--- src/rtl/ws2812_tx.sv ---
// WS2812 serialiser: takes 24-bit GRB words over valid/ready and drives NRZ pulse-width bits,
// then a latch period per frame; aborts a stalled partial frame after TRESET idle cycles.
module ws2812_tx #(
    parameter int LED_CNT = 14,
    parameter int T0H     = 20,
    parameter int T1H     = 40,
    parameter int TBIT    = 63,
    parameter int TRESET  = 2750
) (
    input  logic        clk,
    input  logic        reset,
    input  logic [23:0] pix_data_i,
    input  logic        pix_valid_i,
    output logic        pix_ready_o,
    output logic        led_o,
    output logic        busy_o,
    output logic        frame_done_o,
    output logic        underrun_o
);
    localparam int CMAX = (TBIT > TRESET) ? TBIT : TRESET;
    localparam int CW   = $clog2(CMAX + 1);
    localparam int PW   = (LED_CNT > 1) ? $clog2(LED_CNT) : 1;

    localparam logic [CW-1:0] TBIT_LAST = CW'(TBIT - 1);
    localparam logic [CW-1:0] TRST_LAST = CW'(TRESET - 1);
    localparam logic [CW-1:0] T0H_LAST  = CW'(T0H - 1);
    localparam logic [CW-1:0] T1H_LAST  = CW'(T1H - 1);
    localparam logic [PW-1:0] PIX_LAST  = PW'(LED_CNT - 1);

    typedef enum logic [1:0] {IDLE, HIGH, LOW, LATCH} state_t;

    state_t        state_q, state_d;
    logic [CW-1:0] cyc_q, cyc_d;
    logic [4:0]    bit_idx_q, bit_idx_d;
    logic [23:0]   sh_q, sh_d;
    logic [PW-1:0] pix_cnt_q, pix_cnt_d;
    logic          led_d, busy_d, frame_done_d, underrun_d;

    logic          hs, last_bit, more_pix, idle_to;
    logic [CW-1:0] th_last;

    assign hs       = pix_valid_i & pix_ready_o;
    assign last_bit = (state_q == LOW) && (cyc_q == TBIT_LAST) && (bit_idx_q == 5'd0);
    assign more_pix = (pix_cnt_q != PIX_LAST);
    assign th_last  = sh_q[bit_idx_q] ? T1H_LAST : T0H_LAST;
    // The idle counter only matters once a frame is partly sent.
    assign idle_to  = (state_q == IDLE) && (pix_cnt_q != '0) && (cyc_q == TRST_LAST) && !hs;

    always_ff @(posedge clk) begin
        if (reset) begin
            state_q      <= IDLE;
            cyc_q        <= '0;
            bit_idx_q    <= 5'd23;
            sh_q         <= '0;
            pix_cnt_q    <= '0;
            led_o        <= 1'b0;
            busy_o       <= 1'b0;
            frame_done_o <= 1'b0;
            underrun_o   <= 1'b0;
        end else begin
            state_q      <= state_d;
            cyc_q        <= cyc_d;
            bit_idx_q    <= bit_idx_d;
            sh_q         <= sh_d;
            pix_cnt_q    <= pix_cnt_d;
            led_o        <= led_d;
            busy_o       <= busy_d;
            frame_done_o <= frame_done_d;
            underrun_o   <= underrun_d;
        end
    end

    always_comb begin
        state_d   = state_q;
        cyc_d     = cyc_q;
        bit_idx_d = bit_idx_q;
        sh_d      = sh_q;
        pix_cnt_d = pix_cnt_q;
        case (state_q)
            IDLE: begin
                if (hs) begin
                    sh_d      = pix_data_i;
                    bit_idx_d = 5'd23;
                    cyc_d     = '0;
                    state_d   = HIGH;
                end else if (pix_cnt_q != '0) begin
                    if (idle_to) begin
                        pix_cnt_d = '0;
                        cyc_d     = '0;
                    end else begin
                        cyc_d = cyc_q + CW'(1);
                    end
                end
            end
            HIGH: begin
                cyc_d = cyc_q + CW'(1);
                if (cyc_q == th_last) state_d = LOW;
            end
            LOW: begin
                if (cyc_q == TBIT_LAST) begin
                    cyc_d = '0;
                    if (bit_idx_q != 5'd0) begin
                        bit_idx_d = bit_idx_q - 5'd1;
                        state_d   = HIGH;
                    end else if (more_pix) begin
                        pix_cnt_d = pix_cnt_q + PW'(1);
                        // Accepting here keeps consecutive pixels gapless.
                        if (hs) begin
                            sh_d      = pix_data_i;
                            bit_idx_d = 5'd23;
                            state_d   = HIGH;
                        end else begin
                            state_d = IDLE;
                        end
                    end else begin
                        state_d = LATCH;
                    end
                end else begin
                    cyc_d = cyc_q + CW'(1);
                end
            end
            LATCH: begin
                if (cyc_q == TRST_LAST) begin
                    cyc_d     = '0;
                    pix_cnt_d = '0;
                    state_d   = IDLE;
                end else begin
                    cyc_d = cyc_q + CW'(1);
                end
            end
            default: state_d = IDLE;
        endcase
    end

    always_comb begin
        pix_ready_o  = !reset && ((state_q == IDLE) || (last_bit && more_pix));
        led_d        = (state_d == HIGH);
        busy_d       = (state_d != IDLE);
        frame_done_d = (state_q == LATCH) && (cyc_q == TRST_LAST);
        underrun_d   = idle_to;
    end
endmodule

--- config.mk ---
export PLATFORM = sky130hd
export DESIGN_NAME = ws2812_tx
export DESIGN_NICKNAME = d
export VERILOG_FILES = /design/src/rtl/ws2812_tx.sv
export SDC_FILE = /design/constraint.sdc
export NUM_CORES = 1
export LEC_CHECK = 0
export BUFFER_PORTS_ARGS = -buffer_cell sky130_fd_sc_hd__buf_2
export CAP_MARGIN = 20
export CORE_MARGIN = 2
export CORE_UTILIZATION = 35
export DETAILED_ROUTE_END_ITERATION = 10
export PLACE_DENSITY = 0.66
export SYNTH_ARGS = -nofsm -noshare
export SYNTH_HDL_FRONTEND = slang
export SYNTH_SLANG_ARGS = --single-unit
--- constraint.sdc ---
create_clock -name clk -period 2 [get_ports clk]
set_input_delay 0.2 -clock clk [delete_from_list [all_inputs] [get_ports clk]]
set_output_delay 0.2 -clock clk [all_outputs]
set_load 0.02 [all_outputs]
==> results of run 1 <==
[per-stage QoR]
step / total power [mW] / cell area [sq um] / setup WS [ns]
final: 1.90 / 3280 / 0.0514
after global routing: 1.98 / 3280 / -0.0543
after CTS: 1.90 / 3170 / 0.0134
after detailed placement: 1.27 / 3060 / 0.00519
after global placement: 1.27 / 3060 / 0.0400
after floorplan: 1.21 / 2700 / -0.0267
[layer usage]
layer,vias up,routed length [microns]
li1,1215,-
met1,1149,2980
met2,40,3110
met3,7,171
met4,0,78
met5,-,0
[synth_stat cells, types with 2 or more instances]
cell type,n,area (sq um)
buf_2,4,20.0
a22oi_1,3,22.5
a32oi_1,3,26.3
buf_6,3,33.8
clkbuf_1,9,33.8
dfxtp_1,51,1020
nand3b_1,4,30.0
mux2i_1,10,100
nand4_1,8,50.1
nand2b_1,4,25.0
a21oi_1,29,145
xnor2_1,5,43.8
nand3_1,12,60.1
nor3b_1,3,22.5
nor2b_1,2,12.5
inv_1,8,30.0
nand2_1,64,240
a221o_1,2,20.0
nor4b_1,2,17.5
ha_1,8,100
o21ai_0,8,40.0
xor2_1,9,78.8
nor3_1,7,35.0
nor2_1,27,101
buf_4,2,15.0
and4_1,2,17.5
[power by group through the flow]
stage          clock network, mW  logic [mW]  registers, mW
2_1_floorplan                  0       0.117           1.09
3_3_place_gp                   0       0.178           1.09
3_5_place_dp                   0       0.181           1.09
4_1_cts                    0.657       0.182           1.06
5_1_grt                    0.686       0.223           1.07
6_report                   0.634       0.201           1.06
[flip-flops by register name, indices dropped and copies added (netlist names)]
register,count
bit_idx_q,5
busy_o,1
cyc_q,12
frame_done_o,1
led_o,1
pix_cnt_q,4
sh_q,24
state_q,2
underrun_o,1
[cell type report]
type                       instances  area, sq um  area share (%)
inverter                           8         35.0            1.07
clock inverter                     3         26.3           0.801
timing repair buffer              63          445            13.6
clock buffer                       5         68.8            2.10
tap                               99          124            3.77
multi-input combinational        241         1560            47.4
sequential                        51         1030            31.3
[logic make-up after synthesis]
logic type	after synthesis	synth area share, %
multiplexers	11	4.62
flip-flops	51	38.5
AND/OR/NAND/NOR	147	28.1
buffers and inverters	26	5.00
XOR/XNOR	14	4.62
adder cells (fa/ha/maj)	8	3.77
AO/OA/AOI/OAI	61	15.4
[path summary, 6_finish.rpt]
check	slack, ns	endpoint	start	depth (start not counted)
setup / recovery	0.05	pix_cnt_q[3]	bit_idx_q[0]	8
hold / removal	0.11	sh_q[16]	pix_data_i[16]	3
setup reg to reg	0.05	pix_cnt_q[3]	bit_idx_q[0]	8
hold reg to reg	0.46	sh_q[4]	sh_q[4]	2
[repair_timing]
item,in CTS,in global routing
pin swaps,3,8
gates cloned,0,2
setup endpoints to repair,3,36
resized for setup,9,9
setup buffers,0,4
[placed cells by master, fill, tap and decap left out, types with 3 or more instances in the layout]
master / count
o21ai_0: 8
mux2i_1: 10
inv_1: 6
a32oi_1: 3
nor3_1: 6
nor2_1: 27
a21oi_1: 28
buf_4: 27
nand2_1: 64
dfxtp_1: 48
clkbuf_8: 5
ha_1: 7
nand3b_1: 4
nand2b_1: 3
buf_2: 31
a22oi_1: 3
nand4_1: 8
nand3_1: 12
xor2_1: 9
xnor2_1: 5
[tightest hold or removal path, delay by kind of cell]
kind / cells / cell delay [ns]
simple gates: 1 / 0.04
compound gates: 1 / 0.05
buf+inv: 1 / 0.09
==> flow_summary.json, run 1 <==
{
  "intPower_mw": 1.39,
  "cp_num_buf_inv": 1,
  "clock-sinks": 51,
  "critPathRequiredTime_ns": 2.19,
  "antenna_cells": 0,
  "dp.cells": 456,
  "worst_pin_slew_ns": 0.481,
  "use_met3_pct": 2.57,
  "synth_seq_cells": 51,
  "die_h_microns": 91.1,
  "netlist_area_sq_mm": 0.00265,
  "top_usage_layer": "met2",
  "slowest_delay_ns": 0.40,
  "p_per_area_mw_per_mm2": 579,
  "worstPathMaxFanout": 6,
  "worstSetupEndpointType": "flip-flop",
  "finalNonFillerCells": 470,
  "crit_path_top_delay_cell": "dfxtp_4",
  "hold_slack_ns": 0.114,
  "power_frac_seq_pct": 56.0,
  "grt_pass1_vias": 2258,
  "cts_buffers": 5,
  "ys.flop_type": "dfxtp_1",
  "slew_viol_final": 0,
  "cp_cell_sequence": "clkinv_4, ha_4, nor4b_4, nand2_1, o31a_1, o32a_1, nor3b_2, nor3_1",
  "clk_pin_slew_worst_paths_ns": 0.10,
  "crit_path_start_kind": "flip-flop",
  "sw_frac_of_total_pct": 26.6,
  "worstPathArrival_ns": 2.14,
  "yosys_warnings": 0,
  "grt.total_usage_pct": 14.7,
  "antenna_found_initial": 0,
  "die_area_sq_mm": 0.00829,
  "use_met1_pct": 18.9,
  "cts_tree": "done",
  "drc": 0,
  "syn_nets": 353,
  "status": "finished clean",
  "synth_cell_types": 55,
  "htree_num_levels": 2,
  "place_congestion": 0.857,
  "drtIter0Drc": 110,
  "finalSetupTns_ns": 0,
  "first_pass_iters": 4,
  "timing.final.crit_share_pct": 97.4,
  "hp-class": "primary input to flip-flop",
  "yosysSeqAreaShare_pct": 38.5,
  "dpl.hpwl_microns": 4420,
  "path_class": "flip-flop to flip-flop",
  "p_clk_share_pct": 33.4,
  "relSlewSlack_pct": 68.0,
  "period_needed_ns": 1.95,
  "port_buffers": 31,
  "routed_wl_microns": 6340,
  "grt_util_met2_pct": 24.6,
  "hold_viol": 0,
  "p_comb_share_pct": 10.6,
  "rsz0062_at_grt": "true",
  "cts_root_buf": "clkbuf_8",
  "crit_family": "simple AND/OR/NAND/NOR gates",
  "io_pins": 32,
  "postRouteAntennaNets": 0,
  "viasPerCell": 5.13,
  "synthCells": 318,
  "fmax_mhz": 513,
  "rows": 31,
  "p_switching_mw": 0.505,
  "wl_per_cell_microns": 13.5,
  "gr-total-overflow": 0,
  "nets": 405,
  "setup_viol": 0,
  "grt_start_max_net_pins": 46,
  "skew_ns": 0.0102,
  "cap_violations": 0,
  "synthArstFlopShare_pct": 0,
  "core-area_sq_mm": 0.00729,
  "cts.path.max_buffers": 2,
  "clock_latency_ns": 0.31,
  "leakage_nw": 1.26,
  "fillers": 747,
  "synth_edf_count": 0,
  "start_util_pct": 36.4,
  "syn_to_final_growth_pct": 23.7,
  "vdd_ir_drop_max_uv": 294,
  "cts_hold_buf": 0,
  "num_vias": 2411,
  "drive_gt1_share_pct": 26.1,
  "fin_util_pct": 45.0,
  "chipWidth_microns": 91.1,
  "post_synth.cell_area_avg_sq_um": 8.34,
  "grt_pass1_wl_microns": 10100
}
Note: power is estimated with default switching activity, not from simulation.
==> run 2: changes to the inputs <==
CELL_PAD_IN_SITES_DETAIL_PLACEMENT = 0   (was not set)
CELL_PAD_IN_SITES_GLOBAL_PLACEMENT = 1   (was not set)
PLACE_DENSITY = 0.81   (was 0.66)
==> flow_summary.json, run 2 (synthesis gave the netlist of run 1 again) <==
{
  "status": "finished clean",
  "largest_register_ffs": 24,
  "cap_violations": 0,
  "dpl.hpwl_microns": 4550,
  "drive_gt1_share_pct": 28.5,
  "core-area_sq_mm": 0.00729,
  "design_area_sq_mm": 0.00337,
  "path_class": "flip-flop to flip-flop",
  "wl_per_cell_microns": 14.1,
  "antenna_found_initial": 0,
  "worstPathArrival_ns": 2.23,
  "leakage_nw": 1.31,
  "relSlewSlack_pct": 64.2,
  "skew_ns": 0.00962,
  "io_pins": 32,
  "syn_to_final_growth_pct": 27.2,
  "nets": 410,
  "drc": 0,
  "place_congestion": 0.850,
  "slowest_delay_ns": 0.38,
  "routed_wl_microns": 6700,
  "cp_num_buf_inv": 4,
  "rsz0062_at_grt": "true",
  "start_util_pct": 36.4,
  "postRouteAntennaNets": 0,
  "worstSetupEndpointType": "flip-flop",
  "clk_pin_slew_worst_paths_ns": 0.10,
  "crit_family": "simple AND/OR/NAND/NOR gates",
  "worstPathMaxFanout": 7,
  "hold_viol": 0,
  "p_per_area_mw_per_mm2": 601,
  "hp-class": "primary input to flip-flop",
  "vdd_ir_drop_max_uv": 317,
  "grt.total_usage_pct": 15.1,
  "grt_pass1_wl_microns": 10200,
  "cts_root_buf": "clkbuf_8",
  "die_area_sq_mm": 0.00829,
  "biggestRegsByFlops": "sh_q x24, cyc_q x12, bit_idx_q x5",
  "port_buffers": 31,
  "crit_start": "bit_idx_q[1]",
  "crit_path_start_kind": "flip-flop",
  "antenna_cells": 0,
  "cts_buffers": 5,
  "final_cell_mix": "nand2_1, dfxtp_1, buf_4, buf_2, a21oi_1",
  "period_needed_ns": 1.97,
  "slew_viol_final": 0,
  "grt_start_max_net_pins": 46,
  "worst_pin_slew_ns": 0.536,
  "cp_cell_sequence": "inv_4, ha_4, nor4b_4, nand3_4, buf_6, a211oi_4, buf_6, buf_12, or3_1, a21o_1",
  "grt_pass1_vias": 2213,
  "cpMostUsedCell": "buf_6",
  "viasPerCell": 5.13,
  "die_h_microns": 91.1,
  "post_dp_cell_area_sq_mm": 0.00306,
  "chipWidth_microns": 91.1,
  "setup_viol": 0,
  "htree_num_levels": 2,
  "hold_slack_ns": 0.109,
  "crit-reg2reg-launch": "bit_idx_q[1]",
  "cts_hold_buf": 0,
  "cts_tree": "done",
  "clock-sinks": 51,
  "fmax_mhz": 508,
  "min_from": "pix_data_i[18]",
  "drtIter0Drc": 193,
  "rows": 31,
  "first_pass_iters": 4,
  "largest_register": "sh_q",
  "gr-total-overflow": 0,
  "num_vias": 2437,
  "cts.path.max_buffers": 2,
  "clock_latency_ns": 0.31,
  "mostFrequentLayoutCell": "nand2_1",
  "crit_path_top_delay_cell": "dfxtp_4",
  "critPathRequiredTime_ns": 2.26,
  "timing.final.crit_share_pct": 98.4
}
[run 2: cell types whose count changed in the layout (fill, tap and decap cells not counted), moves of 2 or more]
| cell | delta |
|---|---|
| buf_4 | +4 |
| dfxtp_1 | -2 |
| nand2_1 | -4 |
| nand2_2 | +4 |
[run 2: path summary, 6_finish.rpt]
| path | end | slack [ns] | cells after the start |
|---|---|---|---|
| hold / removal | sh_q[18] | 0.11 | 3 |
| setup / recovery | bit_idx_q[0] | 0.03 | 10 |
| hold reg to reg | sh_q[4] | 0.46 | 2 |
| setup reg to reg | bit_idx_q[0] | 0.03 | 10 |
[run 2: tightest hold or removal path: stages]
cell and delay (ns):
buf_2 0.09, nand2_1 0.04, a21oi_1 0.05
[run 2: routing by layer]
metal	vias to the layer above	wire length, microns	GRT usage (%)
li1	1227	-	-
met1	1151	3080	20.2
met2	55	3250	24.3
met3	4	302	2.99
met4	0	64	5.05
met5	-	0	0
[run 2: timing repair]
item,4_1_cts,5_1_grt
cloned,0,3
buffers inserted,1,8
endpoints found under the setup margin,6,44
pin swaps,0,13
gates resized for setup,5,19
[run 2: layout make-up]
class | instances | area [sq um]
clock buffer | 5 | 68.8
clock inverter | 3 | 47.5
multi-input combinational | 241 | 1560
tap | 99 | 124
fill | 755 | 3920
sequential | 51 | 1030
inverter | 8 | 37.5
timing repair buffer | 68 | 507
[run 2: power by group]
part           switching (mW)  internal (mW)  leakage (nW)
clock                   0.373          0.380        0.0587
combinational           0.114         0.0972         0.837
sequential             0.0210           1.04         0.414
[run 2: metrics by stage]
stage | cells | util (%) | TNS (ns) | total power [mW] | setup slack, ns
detailed placement | 455 | 42.0 | -0.0193 | 1.27 | -0.0121
CTS | 464 | 43.8 | -0.0209 | 2.01 | -0.0209
global route | 475 | 46.3 | -1.05 | 2.11 | -0.0751
finish | 475 | 46.3 | 0 | 2.03 | 0.0311
floorplan | 318 | - | -0.0267 | 1.21 | -0.0267
global placement | 455 | 42.0 | 0 | 1.27 | 0.0347
